[src/rtl/alu_seq.sv]
// Handshaked ALU (ADD/SUB/AND/OR) followed by an optional one-bit-per-cycle shift/rotate phase.
// Optional signed-overflow output vout is enabled by defining ALU_SEQ_OVF_EN.
module alu_seq #(
    parameter int WIDTH   = 8,
    parameter int SHAMT_W = $clog2(WIDTH)
) (
    input  logic               clk,
    input  logic               rst_n,
    input  logic               in_valid,
    output logic               in_ready,
    input  logic [WIDTH-1:0]   a,
    input  logic [WIDTH-1:0]   b,
    input  logic [1:0]         ALU_sel,
    input  logic [1:0]         load_shift,
    input  logic [SHAMT_W-1:0] shamt,
    output logic               out_valid,
    input  logic               out_ready,
    output logic [WIDTH-1:0]   result,
    output logic               cout,
`ifdef ALU_SEQ_OVF_EN
    output logic               vout,
`endif
    output logic               zout
);

    typedef enum logic [1:0] {IDLE, SHIFT, DONE} state_t;

    state_t             state, state_next;
    logic [WIDTH-1:0]   acc;
    logic               carry;
    logic               zflag;
    logic [SHAMT_W-1:0] count;
    logic [1:0]         mode;
    logic               accept;
    logic               go_shift;
    logic [WIDTH:0]     op_res;
    logic [WIDTH:0]     step;

    // {carry, value}; SUB carry is the inverted borrow
    function automatic logic [WIDTH:0] alu_op(input logic [1:0] sel,
                                              input logic [WIDTH-1:0] x,
                                              input logic [WIDTH-1:0] y);
        case (sel)
            2'b00:   alu_op = {1'b0, x} + {1'b0, y};
            2'b01:   alu_op = {1'b0, x} + {1'b0, ~y} + (WIDTH+1)'(1);
            2'b10:   alu_op = {1'b0, x & y};
            default: alu_op = {1'b0, x | y};
        endcase
    endfunction

    // {bit shifted out, shifted value}
    function automatic logic [WIDTH:0] shift_step(input logic [1:0] md,
                                                  input logic [WIDTH-1:0] v);
        case (md)
            2'b01:   shift_step = {v[WIDTH-1], v[WIDTH-2:0], 1'b0};
            2'b10:   shift_step = {v[0], 1'b0, v[WIDTH-1:1]};
            2'b11:   shift_step = {v[0], v[0], v[WIDTH-1:1]};
            default: shift_step = {1'b0, v};
        endcase
    endfunction

`ifdef ALU_SEQ_OVF_EN
    function automatic logic ovf_calc(input logic [1:0] sel,
                                      input logic [WIDTH-1:0] x,
                                      input logic [WIDTH-1:0] y,
                                      input logic [WIDTH-1:0] r);
        logic signed [WIDTH-1:0] sx, sy, sr;
        sx = x;
        sy = y;
        sr = r;
        case (sel)
            2'b00:   ovf_calc = ((sx < 0) == (sy < 0)) && ((sr < 0) != (sx < 0));
            2'b01:   ovf_calc = ((sx < 0) != (sy < 0)) && ((sr < 0) != (sx < 0));
            default: ovf_calc = 1'b0;
        endcase
    endfunction
`endif

    assign op_res   = alu_op(ALU_sel, a, b);
    assign step     = shift_step(mode, acc);
    assign go_shift = (load_shift != 2'b00) && (shamt != '0);
    assign accept   = in_valid && in_ready;

    assign result = acc;
    assign cout   = carry;
    assign zout   = zflag;

    always_ff @(posedge clk or negedge rst_n) begin
        if (!rst_n) state <= IDLE;
        else        state <= state_next;
    end

    always_comb begin
        state_next = state;
        in_ready   = 1'b0;
        out_valid  = 1'b0;
        case (state)
            IDLE: begin
                in_ready = 1'b1;
                if (in_valid) state_next = go_shift ? SHIFT : DONE;
            end
            SHIFT: begin
                if (count == SHAMT_W'(1)) state_next = DONE;
            end
            DONE: begin
                out_valid = 1'b1;
                in_ready  = out_ready;
                if (out_ready) begin
                    if (in_valid) state_next = go_shift ? SHIFT : DONE;
                    else          state_next = IDLE;
                end
            end
            default: state_next = IDLE;
        endcase
    end

    // Operands sampled only on accept; the shift phase works on acc alone
    always_ff @(posedge clk or negedge rst_n) begin
        if (!rst_n) begin
            acc   <= '0;
            carry <= 1'b0;
            zflag <= 1'b0;
            count <= '0;
            mode  <= 2'b00;
        end else if (accept) begin
            acc   <= op_res[WIDTH-1:0];
            carry <= op_res[WIDTH];
            zflag <= (op_res[WIDTH-1:0] == '0);
            count <= shamt;
            mode  <= load_shift;
        end else if (state == SHIFT) begin
            acc   <= step[WIDTH-1:0];
            carry <= step[WIDTH];
            zflag <= (step[WIDTH-1:0] == '0);
            count <= count - SHAMT_W'(1);
        end
    end

`ifdef ALU_SEQ_OVF_EN
    always_ff @(posedge clk or negedge rst_n) begin
        if (!rst_n)      vout <= 1'b0;
        else if (accept) vout <= ovf_calc(ALU_sel, a, b, op_res[WIDTH-1:0]);
    end
`endif

endmodule

[config.mk]
export PLATFORM = sky130hd
export DESIGN_NAME = alu_seq
export DESIGN_NICKNAME = d
export VERILOG_FILES = /design/src/rtl/alu_seq.sv
export SDC_FILE = /design/constraint.sdc
export NUM_CORES = 1
export LEC_CHECK = 0
export BUFFER_PORTS_ARGS = -buffer_cell sky130_fd_sc_hd__buf_2
export CAP_MARGIN = 25
export CORE_MARGIN = 2
export CORE_UTILIZATION = 35
export CTS_CLUSTER_DIAMETER = 200
export DETAILED_ROUTE_END_ITERATION = 12
export PLACE_DENSITY_LB_ADDON = 0.2
export SLEW_MARGIN = 20
export SYNTH_ARGS = -nofsm -noshare
export SYNTH_HDL_FRONTEND = slang
export SYNTH_SLANG_ARGS = --single-unit
[constraint.sdc]
create_clock -name clk -period 2.25 [get_ports clk]
set_input_delay 0.225 -clock clk [delete_from_list [all_inputs] [get_ports clk]]
set_output_delay 0.225 -clock clk [all_outputs]
set_load 0.01 [all_outputs]
==> results of run 1 <==
-- registers in the layout, summed over array words and instances (netlist names) --
name    flops
state       2
count       3
mode        2
result      8
zout        1
cout        1
-- layout make-up --
type | instances | area, um2 | area share [%]
clock buffer | 4 | 45.0 | 1.77
sequential | 17 | 425 | 16.7
timing repair buffer | 53 | 305 | 12.0
tap | 75 | 93.8 | 3.69
inverter | 27 | 101 | 3.99
multi-input combinational | 222 | 1570 | 61.8
-- through the flow --
step	setup TNS [ns]	total power [mW]	std cells
after CTS	0	2.14	398
after global routing	0	2.37	398
final	0	2.13	398
after floorplan	0	1.49	279
after global placement	-0.105	1.89	393
after detailed placement	-0.137	1.91	393
-- cell usage after synthesis, types with 3 or more instances --
cell / n / share of area [%]
nor4_1: 4 / 1.2
clkbuf_1: 6 / 1.0
a22oi_1: 3 / 1.0
ha_1: 26 / 15
a221o_1: 5 / 2.3
nor2b_1: 8 / 2.3
o31ai_1: 3 / 1.0
inv_1: 27 / 4.7
buf_2: 7 / 1.6
o221ai_1: 3 / 1.2
nand2b_1: 6 / 1.7
mux2i_1: 13 / 6.0
nand2_1: 30 / 5.2
a21oi_1: 11 / 2.6
and3_1: 4 / 1.2
nor3_1: 6 / 1.4
a211oi_1: 6 / 2.1
nor2_1: 26 / 4.5
nor4b_1: 3 / 1.2
o211ai_1: 5 / 1.7
nand3_1: 5 / 1.2
o21ai_0: 16 / 3.7
dfrtp_1: 17 / 20
nand4_1: 4 / 1.2
nor3b_1: 3 / 1.0
-- power by group through the flow --
stage,logic [mW],registers [mW],clock network (mW)
after floorplan,0.874,0.616,0
after global placement,1.25,0.643,0
after detailed placement,1.26,0.648,0
after CTS,1.27,0.642,0.230
after global routing,1.46,0.665,0.247
final,1.27,0.644,0.224
-- what timing repair did --
item	CTS	global route
endpoints found under the hold margin	17	0
hold buffers	1	0
endpoints found under the setup margin	0	0
-- worst paths after layout --
check	from	to	slack [ns]	cells after the start
max	a[2]	zout	0.16	9
min	load_shift[0]	mode[0]	0.20	3
max reg2reg	mode[0]	zout	0.42	6
min reg2reg	count[1]	count[1]	0.52	1
max in group asynchronous	rst_n	result[0]	1.53	2
min in group asynchronous	rst_n	count[2]	0.42	2
-- worst max-delay path: stages --
cell and delay [ns]:
buf_2 0.10, inv_1 0.04, ha_1 0.43, a211oi_1 0.14
nor3_1 0.35, mux2i_1 0.24, nand4_1 0.17, nor4_1 0.35
a41o_1 0.21
-- per-layer routing --
metal / global-route usage, % / part of all wire (%)
met5: 0 / 0
met4: 5.00 / 0.82
met3: 1.30 / 3.3
met2: 29.8 / 47
met1: 23.4 / 49
-- logic make-up after synthesis --
kind of cell / Yosys count
compound gates: 71
xor+xnor: 3
fa+ha+maj: 28
buf+inv: 40
flops: 17
mux: 15
simple gates: 105
==> summary.txt, run 1 <==
Pwr
  – Clock Power Share: 10.5%
  – P_sw: 0.976 mW
  – Pwr per Cell Area: around 840 mW/mm2
  – Pleak: 1.24 nW
  – Flop pwr share: 30.2%
  – Worst IR drop on VDD: about 0.00052 V
  – Share of power burned in combinational logic: between 50% and 60%
  – Power Internal: 1.16 mW
  – Sw frac: a little under half

CTS
  – Longest Clk Path Bufs: 2
  – Cts bufs inserted: 3
  – Setup Fix Bufs, Post-CTS: 0
  – Worst-Skew Late Latency: 0.25 ns
  – Clock sinks: 17
  – Cts repair resizes: 0
  – Htree depth: 1
  – CTS root buf: clkbuf_8
  – Clock tree from TritonCTS: yes
  – Clock-pin slew reported for the worst setup and hold paths after clock tree synthesis: about 0.070 ns

Finish
  – Area growth from synthesis to final layout: 18.0%
  – Most frequent cells in the layout: buf_2 (38), nand2_1 (30), inv_1 (27), nor2_1 (26), ha_1 (26)
  – Fin area: 0.00254 mm2
  – Ant diodes: 0
  – Layout cell share with drive strength beyond 1: 18.6%
  – Core Util, Final: 42.9%
  – Most common cell after layout, fill and taps aside: buf_2
  – Final #Nets: ~380
  – Filler instances: 618

Logic synthesis
  – Post-synth EDFFs: 0
  – Multiplexer area fraction after synthesis: 7.09%
  – Post-Syn Nets: 334
  – Synth Area in Compound Gates: 23.3%
  – Post-Synth Adder-Cell Area: 17.0%
  – Yosys reg bits: 17
  – Unique masters post-synth: 49
  – Syn. warnings: 0
  – Sequential-to-total area share from yosys stat: 19.8%
  – Post-synthesis async set-or-reset flop share: 100%
  – Syn_area_per_cell: 7.72 um2
  – Post-synthesis simple-gate area fraction: 24.3%
  – Main flop type after synthesis: dfrtp_1
  – Largest family of logic cells by synthesized area: simple AND/OR/NAND/NOR gates
  – XOR/XNOR Fraction of Synth Area: 1.22%
  – Synth Instances: 279
  – Mapped Area: 0.00215 mm2

Timing
  – RSZ-0062 raised after global routing: no
  – Final setup fails: 0
  – Fin crit share: 92.8%
  – Slew Limit Fails: 0
  – Max_slew headroom: 68.1%
  – Fin crit period: 2.09 ns
  – Endpoints failing hold: 0
  – Clk_skew: about 0.0080 ns
  – Final worst slack: 0.163 ns
  – Fin Hold WS: between 0.2 and 0.25 ns
  – Worst-Margin Slew: 0.479 ns
  – FMAX: 479 MHz

Routing
  – Antenna viol nets, final: 0
  – DR vias: 2163
  – Routed wire length: about 5.6 mm
  – Vias/cell: 5.43
  – Residual DRC: 0
  – Drt pass-1 iters: 4
  – DR iter-0 viols: between 90 and 100
  – Avg WL per Cell: 14.1 um

Critical path
  – Max FO, Critical Path: 8
  – WS Path Type: in2reg
  – CP required: about 2.4 ns
  – Critical path data arrival time: between 2 and 2.5 ns
  – Crit start category: input pin
  – CP Capture Type: flop

Place
  – DP Area: between 0.002 and 0.0025 mm2
  – Pre-CTS WS: -0.120 ns
  – HPWL Detailed: 4.48 mm
  – Routability cong.: about 0.84
  – IO Port Bufs: 38

GRT
  – GR Overflow Total: 0
  – Largest net degree at the start of global routing: 19
  – First-pass GRT wire length: 9.38 mm
  – Total Routing Usage GR: between 15 and 20%
  – Antenna violations before repair: 0
  – Vias in the first global route: just over 2000

Floorplanning
  – Die H: between 80 and 90 um
  – Initial core utilization: 36.4%
  – Die area: 0.00680 mm2
  – Core Rows: 28
  – Core area: 0.00592 mm2
  – Ports: 39
  – Die X-Extent: 82.4 um

Flow run
  – Max-cap violations: 0

Run status
  – Status: finished, final reports clean

Worst hold path
  – Hold Crit Class: in2reg
Power figures use the tool's default switching activity.
==> run 2: changes to the inputs <==
Settings changed: PLACE_DENSITY_LB_ADDON 0.2 to default, SETUP_SLACK_MARGIN from default to 0.4, SKIP_LAST_GASP from default to 1.
==> summary.txt, run 2 (same netlist as run 1, synthesis figures left out) <==
Run status
  – Status: finished, final reports clean

Pwr
  – Worst IR drop on VDD: 0.000530 V
  – Pleak: 1.26 nW
  – Sw frac: 46.3%
  – Share of power burned in combinational logic: about three fifths
  – P_sw: 1.02 mW
  – Flop pwr share: between 20 and 30%
  – Power Internal: 1.18 mW
  – Overall Power: 2.20 mW
  – Clock Power Share: 10.5%
  – Pwr per Cell Area: 808 mW/mm2

Timing
  – Final setup fails: 0
  – FMAX: 541 MHz
  – Fin Hold WS: 0.190 ns
  – Worst-Margin Slew: 0.520 ns
  – Max_slew headroom: 65.3%
  – Slew Limit Fails: 0
  – Clk_skew: about 0.0011 ns
  – Fin crit period: 1.85 ns
  – RSZ-0062 raised after global routing: yes
  – Endpoints failing hold: 0
  – Fin crit share: 82.2%

CTS
  – Clock-pin slew reported for the worst setup and hold paths after clock tree synthesis: around 0.07 ns
  – Htree depth: 1
  – Worst-Skew Late Latency: 0.25 ns
  – Clock tree from TritonCTS: yes
  – Longest Clk Path Bufs: 2
  – Clock sinks: 17
  – CTS root buf: clkbuf_8
  – Cts bufs inserted: 3

Place
  – Placed Cells: 388
  – IO Port Bufs: 38
  – HPWL Detailed: 4.41 mm
  – Routability cong.: between 0.8 and 0.9

Routing
  – DR iter-0 viols: 71
  – Drt pass-1 iters: 4
  – Vias/cell: ~5.5
  – Antenna viol nets, final: 0
  – Avg WL per Cell: 14.6 um
  – DR vias: 2208
  – Routed wire length: 5.82 mm
  – Residual DRC: 0

Finish
  – Area growth from synthesis to final layout: 26.4%
  – Number of flip-flops in the largest register: 8
  – Fin cells: 398
  – Most common cell after layout, fill and taps aside: buf_2
  – Ant diodes: 0
  – Final #Nets: 379
  – Layout cell share with drive strength beyond 1: between 20% and 30%
  – Most frequent cells in the layout: buf_2 (36), nand2_1 (30), inv_1 (25), nor2_1 (25), ha_1 (20)

Critical path
  – CP required: 2.39 ns
  – Max FO, Critical Path: 2
  – CP Capture Type: flop
  – Crit start category: input pin
  – Critical path data arrival time: 1.99 ns
  – WS Path Type: in2reg

GRT
  – First-pass GRT wire length: 9.55 mm
  – Total Routing Usage GR: 17.6%
  – Largest net degree at the start of global routing: 21
  – Vias in the first global route: between 2000 and 2500
  – Antenna violations before repair: 0
  – GR Overflow Total: 0

Floorplanning
  – Core Rows: 28
  – Die X-Extent: approximately 80 um
  – Core area: 0.00592 mm2
  – Ports: 39
  – Initial core utilization: 36.4%
  – Die area: 0.00680 mm2
  – Die H: 82.4 um

Worst hold path
  – Hold Crit Class: in2reg

Flow run
  – Max-cap violations: 0
[run 2: cell counts in the layout (fill, tap and decap cells not counted)]
No cell type changed its count.
[run 2: power groups by stage]
stage,Combinational (mW),Sequential (mW),Clock (mW)
2_1_floorplan,0.878,0.616,0
3_3_place_gp,1.23,0.644,0
3_5_place_dp,1.23,0.649,0
4_1_cts,1.28,0.644,0.236
5_1_grt,1.47,0.677,0.247
6_report,1.32,0.649,0.231
[run 2: path summary, 6_finish.rpt]
check	from	slack, ns	end	cells past startpoint
worst min-delay path	load_shift[1]	0.19	mode[1]	3
min in group asynchronous	rst_n	0.43	state[1]	2
worst max register to register	result[0]	0.45	zout	6
worst min register to register	count[1]	0.52	count[1]	1
worst max-delay path	a[0]	0.40	result[6]	10
max in group asynchronous	rst_n	1.51	mode[0]	2
[run 2: critical path, stage by stage]
cell,delay [ns]
buf_8,0.08
inv_4,0.03
ha_4,0.16
fa_2,0.41
nor2_4,0.10
o311a_1,0.19
mux2i_1,0.18
nand4_1,0.13
buf_4,0.16
a221o_1,0.30
[run 2: area by class of cell]
class	count	area, um2
fillers	609	3200
multi-input cells	222	1730
inverters	27	104
well taps	75	93.8
flip-flops and latches	17	427
repair buffers	53	325
clock buffers	4	45.0
[run 2: metrics by stage]
step / area (um2) / setup TNS, ns / worst slack, ns / util, %
6_report: 2720 / 0 / 0.400 / 46.0
5_1_grt: 2720 / 0 / 0.323 / 46.0
3_3_place_gp: 2470 / -0.0363 / -0.0363 / 41.8
2_1_floorplan: 2180 / 0 / 0.342 / -
3_5_place_dp: 2470 / -0.0231 / -0.0231 / 41.8
4_1_cts: 2640 / 0 / 0.325 / 44.6
[run 2: metal layers]
layer | global-route usage, % | share of wire, % | vias to the layer above
met3 | 1.30 | 5.3 | 8
met5 | 0 | 0 | -
met1 | 24.7 | 46 | 1047
met4 | 4.17 | 0.98 | 0
met2 | 29.2 | 47 | 62
li1 | - | - | 1091
[run 2: timing repair]
action / in CTS / in global routing
hold endpoints to repair: 17 / 0
endpoints found under the setup margin: 5 / 7
resized for setup: 19 / 17
pin swaps: 8 / 14
buffers inserted: 4 / 1
hold buffers: 1 / 0
